===== src/rtl/exu_pkg.sv =====
// rtl/exu_pkg.sv - shared encodings and types for the execution-unit writeback path
`ifndef RV_XLEN
`define RV_XLEN 32
`endif
`ifndef RV_GPR_AW
`define RV_GPR_AW 5
`endif

package exu_pkg;

  localparam int EXU_ARB_FIXED = 0;
  localparam int EXU_ARB_RR    = 1;

  typedef struct packed {
    logic [`RV_GPR_AW-1:0] waddr;
    logic [`RV_XLEN-1:0]   wdata;
  } wb_req_t;

endpackage


===== src/rtl/exu_rr_arb.sv =====
// rtl/exu_rr_arb.sv - N-way one-hot priority pick with a round-robin pointer
// In fixed mode the pointer never leaves zero, so the pick degenerates to lowest-index-first.
module exu_rr_arb
  import exu_pkg::*;
#(
  parameter int N_CH     = 4,
  parameter int ARB_MODE = EXU_ARB_RR,
  localparam int PW      = $clog2(N_CH)
) (
  input  logic            clk,
  input  logic            rst,
  input  logic [N_CH-1:0] req_i,
  output logic [N_CH-1:0] gnt_o
);

  logic [PW-1:0] ptr_q, ptr_d;
  logic [PW-1:0] win;
  logic [PW:0]   cand;
  logic          found;
  logic [N_CH-1:0] gnt;

  // Walk the channels starting at the pointer, wrapping explicitly so
  // non-power-of-two channel counts stay in range.
  always_comb begin
    gnt   = '0;
    found = 1'b0;
    win   = '0;
    cand  = '0;
    for (int i = 0; i < N_CH; i++) begin
      cand = {1'b0, ptr_q} + (PW+1)'(i);
      if (cand >= (PW+1)'(N_CH)) begin
        cand = cand - (PW+1)'(N_CH);
      end
      if (!found && req_i[cand[PW-1:0]]) begin
        found = 1'b1;
        win   = cand[PW-1:0];
      end
    end
    if (found) begin
      gnt[win] = 1'b1;
    end
  end

  always_comb begin
    ptr_d = ptr_q;
    if (found) begin
      if (ARB_MODE == EXU_ARB_RR) begin
        ptr_d = (win == PW'(N_CH - 1)) ? '0 : win + PW'(1);
      end else begin
        ptr_d = '0;
      end
    end
  end

  always_ff @(posedge clk) begin
    if (rst) begin
      ptr_q <= '0;
    end else begin
      ptr_q <= ptr_d;
    end
  end

  assign gnt_o = gnt;

endmodule


===== src/rtl/exu_wb_arb.sv =====
// rtl/exu_wb_arb.sv - N-channel writeback arbiter feeding the GPR write port
// Grants are combinational; the selected write is registered for one cycle and published for hazard checks.
`ifndef RV_XLEN
`define RV_XLEN 32
`endif
`ifndef RV_GPR_AW
`define RV_GPR_AW 5
`endif

module exu_wb_arb
  import exu_pkg::*;
#(
  parameter int N_CH     = 4,
  parameter int XLEN     = `RV_XLEN,
  parameter int GPR_AW   = `RV_GPR_AW,
  parameter int ARB_MODE = EXU_ARB_RR,
  parameter int CNT_W    = 16
) (
  input  logic                   clk,
  input  logic                   rst,
  input  logic [N_CH-1:0]        ch_vld,
  output logic [N_CH-1:0]        ch_rdy,
  input  logic [N_CH*GPR_AW-1:0] ch_waddr,
  input  logic [N_CH*XLEN-1:0]   ch_wdata,
  output logic                   gpr_wen,
  output logic [GPR_AW-1:0]      gpr_waddr,
  output logic [XLEN-1:0]        gpr_wdata,
  output logic                   pend_vld,
  output logic [GPR_AW-1:0]      pend_addr,
  output logic [CNT_W-1:0]       conflict_cnt,
  input  logic                   cnt_clr
);

  logic [N_CH-1:0]   gnt;
  logic              hs;
  logic              multi_req;
  logic [GPR_AW-1:0] sel_addr;
  logic [XLEN-1:0]   sel_data;

  logic              wen_q, wen_d;
  logic [GPR_AW-1:0] waddr_q, waddr_d;
  logic [XLEN-1:0]   wdata_q, wdata_d;
  logic [CNT_W-1:0]  cnt_q, cnt_d;

  exu_rr_arb #(
    .N_CH     (N_CH),
    .ARB_MODE (ARB_MODE)
  ) u_arb (
    .clk   (clk),
    .rst   (rst),
    .req_i (ch_vld),
    .gnt_o (gnt)
  );

  assign ch_rdy = gnt;
  assign hs     = |gnt;

  // Clearing the lowest set bit leaves something only when two or more requested.
  assign multi_req = |(ch_vld & (ch_vld - N_CH'(1)));

  always_comb begin
    sel_addr = '0;
    sel_data = '0;
    for (int i = 0; i < N_CH; i++) begin
      sel_addr = sel_addr | (ch_waddr[i*GPR_AW +: GPR_AW] & {GPR_AW{gnt[i]}});
      sel_data = sel_data | (ch_wdata[i*XLEN +: XLEN] & {XLEN{gnt[i]}});
    end
  end

  always_comb begin
    wen_d   = hs && (sel_addr != '0);
    waddr_d = hs ? sel_addr : waddr_q;
    wdata_d = hs ? sel_data : wdata_q;
    cnt_d   = cnt_q;
    if (cnt_clr) begin
      cnt_d = '0;
    end else if (multi_req && (cnt_q != '1)) begin
      cnt_d = cnt_q + CNT_W'(1);
    end
  end

  always_ff @(posedge clk) begin
    if (rst) begin
      wen_q   <= 1'b0;
      waddr_q <= '0;
      wdata_q <= '0;
      cnt_q   <= '0;
    end else begin
      wen_q   <= wen_d;
      waddr_q <= waddr_d;
      wdata_q <= wdata_d;
      cnt_q   <= cnt_d;
    end
  end

  assign gpr_wen      = wen_q;
  assign gpr_waddr    = waddr_q;
  assign gpr_wdata    = wdata_q;
  assign pend_vld     = wen_q;
  assign pend_addr    = waddr_q;
  assign conflict_cnt = cnt_q;

endmodule


===== config.mk =====
export PLATFORM = sky130hd
export DESIGN_NAME = exu_wb_arb
export DESIGN_NICKNAME = d
export VERILOG_FILES = /design/src/rtl/exu_pkg.sv /design/src/rtl/exu_rr_arb.sv /design/src/rtl/exu_wb_arb.sv
export SDC_FILE = /design/constraint.sdc
export NUM_CORES = 1
export LEC_CHECK = 0
export ABC_AREA = 1
export BUFFER_PORTS_ARGS = -buffer_cell sky130_fd_sc_hd__buf_2
export CORE_MARGIN = 10
export CORE_UTILIZATION = 39
export DETAILED_ROUTE_END_ITERATION = 12
export GPL_ROUTABILITY_DRIVEN = 0
export PLACE_DENSITY = 0.85
export RECOVER_POWER = 50
export SLEW_MARGIN = 10
export SYNTH_ARGS = -nofsm -noshare
export SYNTH_HDL_FRONTEND = slang
export SYNTH_SLANG_ARGS = --single-unit

===== constraint.sdc =====
create_clock -name clk -period 2.2 [get_ports clk]
set_input_delay 0.22 -clock clk [delete_from_list [all_inputs] [get_ports clk]]
set_output_delay 0.22 -clock clk [all_outputs]
set_load 0.005 [all_outputs]

==> metrics.yaml <==
status: "complete, but fails checks"
violations: "setup timing"
ant_nets: 0
setup_viol: 42
arrival_ns: 2.76
grt_pass1_vias: 4786
start_util: 0.401
final_cells: 932
placed_cells: 896
drive_gt1_frac: 0.395
finalPower_mw: 10.5
rows: 34
dp_hpwl_um: 11000
powerDensity_nw_per_um2: 1890
ys_types: 31
synth_seq_cells: 56
leakage_nw: 2.74
port_buffers: 218
yosysSeqAreaShare: 0.320
cts_hold_buf: 0
place_area_um2: 4890
drc: 0
cts_sinks: 56
design_area_um2: 5570
finalSetupTns_ns: -11.97
core_area_um2: 8720
period_needed_ns: 2.56
netlist_area_um2: 3500
ir_drop_mv: 1.25
slowest_stage: "dfxtp_2"
clk_latency_ns: 0.30
drtIter0Drc: 252
synth_area_leaders: "dfxtp_1 32%, nand2_1 21%, nand3_1 8.9%"
clock_skew_ns: 0.00731
rsz0062_at_grt: "true"
slowest_delay_ns: 0.35
vias_per_cell: 5.09
grt-ovfl-total: 0
avgRoutedWirePerCell_um: 16.5
worstSetupStartpointType: "flop"
io_pins: 219
areaGrowthSynthToFinish_pct: 59.0
die_w_um: 115
hold_violations: 0
first_pass_iters: 5
max_freq_mhz: 390
root_buffer: "clkbuf_8"
wl_um: 15300
whs_ns: 0.155
avgSynthCellArea_um2: 6.22
final_cell_mix: "184 x buf_2, 167 x nand2_1, 60 x nand3_1"
cts_buffer_depth: 2
fill_cells: 771
max_cap_violations: 0
grt_antenna_before_repair: 1
tightest_slew_ns: 0.363
htreeDepth: 2
hold_path.class: "input pin to flop"
cts_tree: "yes"
numCtsBuffers: 5
path_class: "flop to flop"
die-area_um2: 13200
preCtsSetupSlack_ns: -0.227
slew_headroom: 0.756
final_nets: 982
critPathCaptureType: "flop"
cp.required_ns: 2.40
final_common_cell: "buf_2"
ys_warn_count: 0
vias: 4746
grtUsageTotal: 0.215
layout_setup_ws_ns: -0.361
syn-instance-count: 563
grt_max_degree: 36
synth.top_cell.area_share: 0.320
min_period_over_period: 1.16
path_max_fanout: 7
path_clk_slew_ns: 0.11
die_y_um: 115
slew_viol_final: 0
synth_top_area_cell: "dfxtp_1"
grt_pass1_wl_um: 23300
syn-num-nets: 723
worstPathCellList: "buf_6 -> inv_8 -> nand2_2 -> nand2_2 -> nand2_2 -> nand2_4 -> nor2_4 -> nand4_1 -> o2111ai_2 -> o21ai_4 -> inv_2 -> ha_4 -> buf_6 -> buf_6 -> nand3_1 -> nand2_1 -> nor2_2 -> nand3_1 -> nor2_1 -> nor2_1"
final_core_util: 0.638
worst max-delay path, delay by kind of cell, from the launching register on:
kind | cells | cell delay [ns]
compound gates | 2 | 0.31
flops | 1 | 0.35
fa+ha+maj | 1 | 0.18
buf+inv | 5 | 0.51
simple gates | 12 | 1.10
routing by layer:
layer  GRT usage  vias to the layer above  wire length [um]
met2       0.402                      278              7900
met3      0.0818                       36              1790
met1       0.214                     2091              5200
li1            -                     2341                 -
met4      0.0660                        0               454
met5           0                        -                 0
layout make-up:
type                    instances  area (um^2)  share of cell area
multi-input cells             407         2090               0.376
repair buffers                286         1860               0.333
flip-flops and latches         56         1130               0.202
inverters                      66          258              0.0463
well taps                     108          135              0.0243
clock buffers                   7         86.3              0.0155
clock inverters                 1         7.51             0.00135
diodes                          1         2.50            0.000450
cell usage after synthesis:
cell type	number
a211oi_1	1
a21oi_1	18
a31oi_1	32
buf_2	9
buf_4	7
buf_6	7
clkbuf_1	9
clkbuf_2	2
dfxtp_1	56
ha_1	5
inv_1	60
inv_2	5
inv_6	1
nand2_1	194
nand2_2	5
nand3_1	62
nand3_2	3
nand3b_1	1
nand4_1	4
nor2_1	21
nor2_2	2
nor2_4	1
nor3_1	6
nor3b_1	1
o2111ai_1	1
o21a_1	1
o21ai_0	43
o21ai_1	2
or2_2	1
xnor2_1	1
xor2_1	2
cells by family (layout without fill, tap and decap cells):
| family | Yosys count | after routing | share of synthesized area |
|---|---|---|---|
| XOR/XNOR | 3 | 3 | 0.00751 |
| other | 0 | 1 | 0 |
| AO/OA/AOI/OAI | 98 | 98 | 0.154 |
| buffers and inverters | 100 | 360 | 0.135 |
| AND/OR/NAND/NOR | 301 | 301 | 0.365 |
| flip-flops | 56 | 56 | 0.320 |
| adder cells (fa/ha/maj) | 5 | 5 | 0.0179 |
where the power goes:
part / switching (mW) / internal, mW / total, mW / leakage, nW
Sequential: 0.175 / 1.33 / 1.50 / 0.462
Combinational: 4.11 / 4.31 / 8.42 / 2.23
Clock: 0.337 / 0.257 / 0.594 / 0.0445
Total: 4.62 / 5.90 / 10.5 / 2.74
registers in the layout, indices dropped and copies added (netlist names):
register / count
gpr_waddr: 5
gpr_wdata: 32
gpr_wen: 1
u_arb.ptr_q: 2
conflict_cnt: 16
repair_timing:
action,4_1_cts,5_1_grt
setup buffers,21,0
setup endpoints to repair,42,44
cloned,6,0
resized for setup,70,13
pin swaps,29,10
worst paths after layout:
| kind | startpoint | endpoint | slack, ns | cells past startpoint |
|---|---|---|---|---|
| worst max-delay path | u_arb.ptr_q[0] | gpr_wen | -0.36 | 20 |
| worst min register to register | conflict_cnt[15] | conflict_cnt[15] | 0.48 | 2 |
| worst max register to register | u_arb.ptr_q[0] | gpr_wen | -0.36 | 20 |
| worst min-delay path | ch_wdata[19] | gpr_wdata[19] | 0.15 | 3 |
(Power assumes the default switching activity.)
